<file path="src/rtl/pc_fetch_unit_pkg.sv">
// rtl/pc_fetch_unit_pkg.sv - shared next-PC select codes and fetch FSM encodings
package pc_defs;

  // Next-PC select, same encoding the instruction decoder drives
  typedef enum logic [1:0] {
    PC_SEQ    = 2'd0,
    PC_JUMP   = 2'd1,
    PC_JR     = 2'd2,
    PC_BRANCH = 2'd3
  } mux_pc_t;

  typedef enum logic [1:0] {
    ST_BOOT  = 2'd0,
    ST_FETCH = 2'd1,
    ST_HOLD  = 2'd2
  } fetch_state_t;

  localparam logic [31:0] PC_STEP = 32'd4;

endpackage

</file>
<file path="src/rtl/pc_fetch_unit_if.sv">
// rtl/pc_fetch_unit_if.sv - instruction memory and decode/execute signal bundle
interface pc_fetch_unit_if #(
  parameter int CNT_W = 32
);
  logic             imem_req;
  logic [31:0]      imem_addr;
  logic             imem_valid;
  logic [31:0]      imem_rdata;
  logic [31:0]      instr;
  logic             instr_valid;
  logic [31:0]      pc;
  logic [31:0]      pc_plus4;
  logic             advance;
  logic [1:0]       muxPC;
  logic [31:0]      jr_target;
  logic             misalign_err;
  logic [CNT_W-1:0] retired_cnt;

  // Fetch unit side
  modport master (
    output imem_req, imem_addr, instr, instr_valid, pc, pc_plus4,
           misalign_err, retired_cnt,
    input  imem_valid, imem_rdata, advance, muxPC, jr_target
  );

  // Memory / decoder / execute side
  modport slave (
    input  imem_req, imem_addr, instr, instr_valid, pc, pc_plus4,
           misalign_err, retired_cnt,
    output imem_valid, imem_rdata, advance, muxPC, jr_target
  );
endinterface

</file>
<file path="src/rtl/pc_fetch_unit_next_pc_calc.sv">
// rtl/pc_fetch_unit_next_pc_calc.sv - combinational next-PC selection
module next_pc_calc
  import pc_defs::*;
(
  input  logic [31:0] i_pc,
  input  logic [31:0] i_instr,
  input  logic [31:0] i_jr_target,
  input  logic [1:0]  i_muxPC,
  output logic [31:0] o_next_pc,
  output logic        o_misaligned
);
  logic [31:0] w_p4;
  logic [31:0] w_br_off;

  assign w_p4     = i_pc + PC_STEP;
  assign w_br_off = {{14{i_instr[15]}}, i_instr[15:0], 2'b00};

  // Select the next PC; JR drops the low bits and reports them instead
  always_comb begin
    o_next_pc    = w_p4;
    o_misaligned = 1'b0;
    case (i_muxPC)
      PC_SEQ:    o_next_pc = w_p4;
      PC_JUMP:   o_next_pc = {w_p4[31:28], i_instr[25:0], 2'b00};
      PC_JR: begin
        o_next_pc    = {i_jr_target[31:2], 2'b00};
        o_misaligned = (i_jr_target[1:0] != 2'b00);
      end
      PC_BRANCH: o_next_pc = w_p4 + w_br_off;
      default:   o_next_pc = w_p4;
    endcase
  end
endmodule

</file>
<file path="src/rtl/pc_fetch_unit.sv">
// rtl/pc_fetch_unit.sv - PC register, fetch handshake FSM and retired counter
module pc_fetch_unit
  import pc_defs::*;
#(
  parameter logic [31:0] RESET_PC = 32'h0000_0000,
  parameter int          CNT_W    = 32
) (
  input logic              clk,
  input logic              reset,
  pc_fetch_unit_if.master  bus
);
  fetch_state_t     r_state;
  logic [31:0]      r_pc;
  logic [31:0]      r_instr;
  logic             r_valid;
  logic             r_req;
  logic             r_mis;
  logic [CNT_W-1:0] r_cnt;

  logic [31:0]      w_next_pc;
  logic             w_misaligned;

  next_pc_calc u_next_pc (
    .i_pc        (r_pc),
    .i_instr     (r_instr),
    .i_jr_target (bus.jr_target),
    .i_muxPC     (bus.muxPC),
    .o_next_pc   (w_next_pc),
    .o_misaligned(w_misaligned)
  );

  assign bus.imem_req     = r_req;
  assign bus.imem_addr    = r_pc;
  assign bus.instr        = r_instr;
  assign bus.instr_valid  = r_valid;
  assign bus.pc           = r_pc;
  assign bus.pc_plus4     = r_pc + PC_STEP;
  assign bus.misalign_err = r_mis;
  assign bus.retired_cnt  = r_cnt;

  // Fetch FSM; reset overrides any response or advance in the same cycle
  always_ff @(posedge clk) begin
    if (reset) begin
      r_state <= ST_BOOT;
      r_pc    <= RESET_PC;
      r_instr <= 32'd0;
      r_valid <= 1'b0;
      r_req   <= 1'b0;
      r_mis   <= 1'b0;
      r_cnt   <= '0;
    end else begin
      case (r_state)
        ST_BOOT: begin
          r_req   <= 1'b1;
          r_state <= ST_FETCH;
        end
        ST_FETCH: begin
          if (bus.imem_valid) begin
            r_instr <= bus.imem_rdata;
            r_req   <= 1'b0;
            r_valid <= 1'b1;
            r_state <= ST_HOLD;
          end
        end
        ST_HOLD: begin
          if (bus.advance) begin
            r_pc    <= w_next_pc;
            r_cnt   <= r_cnt + CNT_W'(1);
            r_valid <= 1'b0;
            r_req   <= 1'b1;
            if (w_misaligned) r_mis <= 1'b1;
            r_state <= ST_FETCH;
          end
        end
        default: begin
          r_req   <= 1'b0;
          r_valid <= 1'b0;
          r_state <= ST_BOOT;
        end
      endcase
    end
  end
endmodule

</file>
<file path="src/flat_wrapper.sv">
// flat-port wrapper written by rule: the top's interface ports become plain ports
module pc_fetch_unit_flat import pc_defs::*;
#(
  parameter logic [31:0] RESET_PC = 32'h0000_0000,
  parameter int          CNT_W    = 32
)
  (clk, reset, bus_imem_req, bus_imem_addr, bus_instr, bus_instr_valid, bus_pc, bus_pc_plus4, bus_misalign_err, bus_retired_cnt, bus_imem_valid, bus_imem_rdata, bus_advance, bus_muxPC, bus_jr_target);
  pc_fetch_unit_if #(.CNT_W(CNT_W)) bus_i ();
  input logic clk;
  input logic reset;
  output wire logic [$bits(bus_i.imem_req)-1:0] bus_imem_req;
  output wire logic [$bits(bus_i.imem_addr)-1:0] bus_imem_addr;
  output wire logic [$bits(bus_i.instr)-1:0] bus_instr;
  output wire logic [$bits(bus_i.instr_valid)-1:0] bus_instr_valid;
  output wire logic [$bits(bus_i.pc)-1:0] bus_pc;
  output wire logic [$bits(bus_i.pc_plus4)-1:0] bus_pc_plus4;
  output wire logic [$bits(bus_i.misalign_err)-1:0] bus_misalign_err;
  output wire logic [$bits(bus_i.retired_cnt)-1:0] bus_retired_cnt;
  input wire logic [$bits(bus_i.imem_valid)-1:0] bus_imem_valid;
  input wire logic [$bits(bus_i.imem_rdata)-1:0] bus_imem_rdata;
  input wire logic [$bits(bus_i.advance)-1:0] bus_advance;
  input wire logic [$bits(bus_i.muxPC)-1:0] bus_muxPC;
  input wire logic [$bits(bus_i.jr_target)-1:0] bus_jr_target;
  assign bus_imem_req = bus_i.imem_req;
  assign bus_imem_addr = bus_i.imem_addr;
  assign bus_instr = bus_i.instr;
  assign bus_instr_valid = bus_i.instr_valid;
  assign bus_pc = bus_i.pc;
  assign bus_pc_plus4 = bus_i.pc_plus4;
  assign bus_misalign_err = bus_i.misalign_err;
  assign bus_retired_cnt = bus_i.retired_cnt;
  assign bus_i.imem_valid = bus_imem_valid;
  assign bus_i.imem_rdata = bus_imem_rdata;
  assign bus_i.advance = bus_advance;
  assign bus_i.muxPC = bus_muxPC;
  assign bus_i.jr_target = bus_jr_target;
  pc_fetch_unit #(.RESET_PC(RESET_PC), .CNT_W(CNT_W)) u_core (.clk(clk), .reset(reset), .bus(bus_i));
endmodule
</file>
<file path="config.mk">
export PLATFORM = sky130hd
export DESIGN_NAME = pc_fetch_unit_flat
export DESIGN_NICKNAME = d
export VERILOG_FILES = /design/src/rtl/pc_fetch_unit_pkg.sv /design/src/rtl/pc_fetch_unit_if.sv /design/src/rtl/pc_fetch_unit_next_pc_calc.sv /design/src/rtl/pc_fetch_unit.sv /design/src/flat_wrapper.sv
export SDC_FILE = /design/constraint.sdc
export NUM_CORES = 1
export LEC_CHECK = 0
export BUFFER_PORTS_ARGS = -buffer_cell sky130_fd_sc_hd__clkbuf_2
export CELL_PAD_IN_SITES_DETAIL_PLACEMENT = 1
export CELL_PAD_IN_SITES_GLOBAL_PLACEMENT = 2
export CORE_UTILIZATION = 31
export CTS_CLUSTER_DIAMETER = 80
export CTS_CLUSTER_SIZE = 10
export DETAILED_ROUTE_END_ITERATION = 8
export PLACE_DENSITY = 0.84
export SETUP_SLACK_MARGIN = 0.02
export SYNTH_ARGS = -nofsm -noshare
export SYNTH_HDL_FRONTEND = slang
export SYNTH_SLANG_ARGS = --single-unit
</file>
<file path="constraint.sdc">
create_clock -name clk -period 11.2 [get_ports clk]
set_input_delay 0.56 -clock clk [delete_from_list [all_inputs] [get_ports clk]]
set_output_delay 0.56 -clock clk [all_outputs]
set_load 0.02 [all_outputs]
</file>
==> flow_metrics.env <==
export IMPL_outcome="complete, but fails checks"
export IMPL_violations="design-rule violations"
export IMPL_hold_buffers=0
export IMPL_postPlaceCellArea_sq_um=8140
export IMPL_avgSynthCellArea_sq_um=7.64
export IMPL_yosys_top_cells_count="nand2_1, dfxtp_1, nor2_1"
export IMPL_routed_via_density=5.31
export IMPL_swShare=0.318
export IMPL_ios=233
export IMPL_die_area_sq_um=23300
export IMPL_grt_pass1_vias=7479
export IMPL_p_int_uw=562
export IMPL_synthToLayoutAreaGrowth_pct=19.8
export IMPL_cp_start_kind="flip-flop"
export IMPL_leakagePower_uw=0.00380
export IMPL_cts_tree="done"
export IMPL_dp_hpwl_um=19800
export IMPL_pwr_share_comb=0.153
export IMPL_switchingPower_uw=262
export IMPL_drtIter0Drc=268
export IMPL_hold_violations=0
export IMPL_crit_required_ns=11.46
export IMPL_synth_area_sq_um=7050
export IMPL_crit_arrival_ns=4.59
export IMPL_yosysTopAreaCellShare=0.278
export IMPL_grt_pass1_wl_um=41400
export IMPL_synth_top_area_cell="dfxtp_1"
export IMPL_routedWlPerCell_um=19.1
export IMPL_postRouteAntennaNets=0
export IMPL_setup_slack_ns=6.87
export IMPL_ctsRootBufferMaster="clkbuf_16"
export IMPL_place_congestion=0.867
export IMPL_io_buffers=226
export IMPL_numCtsBuffers=9
export IMPL_fin_crit_sh=0.387
export IMPL_synthFlopType="dfxtp_1"
export IMPL_clock_power_share=0.399
export IMPL_worstPathMaxFanout=11
export IMPL_cts_buffer_depth=2
export IMPL_path_clk_slew_ns=0.08
export IMPL_antenna_found_initial=3
export IMPL_yosysWarnings=0
export IMPL_clock_skew_ns=0.0140
export IMPL_post_route_min_period_ns=4.33
export IMPL_core_area_sq_um=22000
export IMPL_worstSkewPairLatency_ns=0.36
export IMPL_clkSinkCount=98
export IMPL_fillCellCount=2805
export IMPL_htree_levels=3
export IMPL_grt_usage=0.224
export IMPL_seq_power_share=0.448
export IMPL_synth_seq_area_share=0.278
export IMPL_endpoint_kind="flip-flop"
export IMPL_power_uw=824
export IMPL_syn_inst=922
export IMPL_synth_cell_types=67
export IMPL_drive_above_1_share=0.249
export IMPL_post_cts_repair_setup_buffers=0
export IMPL_max_freq_ghz=0.231
export IMPL_start_util=0.320
export IMPL_num_vias=7289
export IMPL_drv_slew=0
export IMPL_place_ws_ns=6.90
export IMPL_p_per_area_nw_per_um2=97.6
export IMPL_relSlewSlack=0.350
export IMPL_setup_tns_ns=0
export IMPL_grt_setup_unrepaired="false"
export IMPL_wl_um=26300
export IMPL_cap_violations=0
export IMPL_worst_pin_slew_ns=0.974
export IMPL_ir_drop_v=0.0000642
export IMPL_post_cts_resized=0
export IMPL_ys_ff_latch=98
export IMPL_gr_total_overflow=0
export IMPL_hold_class="in -> reg"
export IMPL_critPathKind="reg -> reg"
export IMPL_yosysMostFrequentCell="nand2_1"
export IMPL_dr_pass1_iters=6
export IMPL_async_reset_ff_frac=0
export IMPL_final_cell_area_sq_um=8450
export IMPL_drc=17
export IMPL_final_nets=1191
export IMPL_die_height_um=153
export IMPL_fp_dieW_um=153
export IMPL_synth_area_top_cells="dfxtp_1, nand2_1, a21oi_1, ha_1, nor2_1"
export IMPL_synth_edff_count=0
export IMPL_rows=54
export IMPL_grt_max_degree=65
export IMPL_setup_viol=0
## cell usage in the layout, fill, tap and decap left out, types with 4 or more instances in the layout
cell,n
nor2_1,95
o21a_1,8
conb_1,6
nand2b_1,5
xor2_1,39
o22ai_1,10
nor2b_1,10
or3_1,8
nor3_1,22
xnor2_1,35
clkbuf_2,225
and4_1,10
clkbuf_16,9
a211oi_1,10
inv_1,22
o211ai_1,4
a21oi_1,89
a21o_1,15
mux4_2,12
nand4_1,16
buf_4,6
ha_1,35
nand3_1,35
dfxtp_1,98
a41oi_1,4
nand2_1,127
o21ai_0,32
o21bai_1,5
and2_1,9
or4_1,4
and3_1,14
a31oi_1,11
a2111oi_0,5
## power by group through the flow
stage	logic, uW	registers (uW)	clock network [uW]
after floorplan	75.7	383	0
after global placement	126	377	0
after detailed placement	127	377	0
after CTS	128	369	341
after global routing	138	370	352
final	126	369	329
## final timing paths
check	from	depth (start not counted)	end	slack, ns
hold reg to reg	u_core.bus.instr[28]	2	u_core.bus.instr[28]	0.45
setup reg to reg	u_core.bus.imem_addr[2]	14	u_core.bus.imem_addr[22]	6.87
hold / removal	bus_imem_rdata[21]	3	u_core.bus.instr[21]	0.41
setup / recovery	u_core.bus.imem_addr[2]	14	u_core.bus.imem_addr[22]	6.87
## metal layers
| layer | GRT usage | routed length [um] |
|---|---|---|
| met1 | 0.282 | 11900 |
| met3 | 0.0367 | 1160 |
| met5 | 0 | 0 |
| met2 | 0.385 | 12500 |
| met4 | 0.0813 | 686 |
## final cells by class
cell class	instances	area, sq um	share of cell area
Antenna cell	3	7.51	0.000889
Clock buffer	9	225	0.0267
Clock inverter	7	76.3	0.00904
Inverter	23	86.3	0.0102
Multi-Input combinational cell	722	4570	0.541
Sequential cell	98	1960	0.232
Tap cell	280	350	0.0415
Timing Repair Buffer	231	1170	0.139
## logic make-up (layout without fill, tap and decap cells)
group | count (synthesis) | in the layout | share of synthesized area
adder cells (fa/ha/maj) | 36 | 36 | 0.0650
XOR/XNOR | 74 | 74 | 0.0920
multiplexers | 16 | 16 | 0.0442
buffers and inverters | 107 | 270 | 0.0767
AND/OR/NAND/NOR | 368 | 368 | 0.244
AO/OA/AOI/OAI | 222 | 222 | 0.199
flip-flops | 98 | 98 | 0.278
other | 1 | 9 | 0.000532
## per-stage QoR
step | hold slack (ns) | std cells | util
CTS | 0.399 | 1370 | 0.383
global placement | 0.443 | 1354 | 0.369
floorplan | 0.535 | 927 | -
global route | 0.412 | 1373 | 0.383
detailed placement | 0.447 | 1354 | 0.369
finish | 0.408 | 1373 | 0.383
## worst max-delay path, cell delays in order, from the launching register on
cell,delay [ns]
dfxtp_1,0.49
ha_1,0.30
and3_1,0.22
nand4_1,0.26
nor2_1,0.48
nand3_1,0.20
xnor2_1,0.23
ha_1,0.38
and2_1,0.21
and3_1,0.20
a211o_1,0.27
a21oi_2,0.24
xnor2_1,0.09
mux4_2,0.46
a22o_1,0.20
## registers in the layout, summed over array words and instances (netlist names)
signal	count
u_core.bus.retired_cnt	32
u_core.bus.instr_valid	1
u_core.bus.misalign_err	1
u_core.bus.instr	32
u_core.r_state	2
u_core.bus.imem_addr	30
Note: power is estimated with default switching activity, not from simulation.
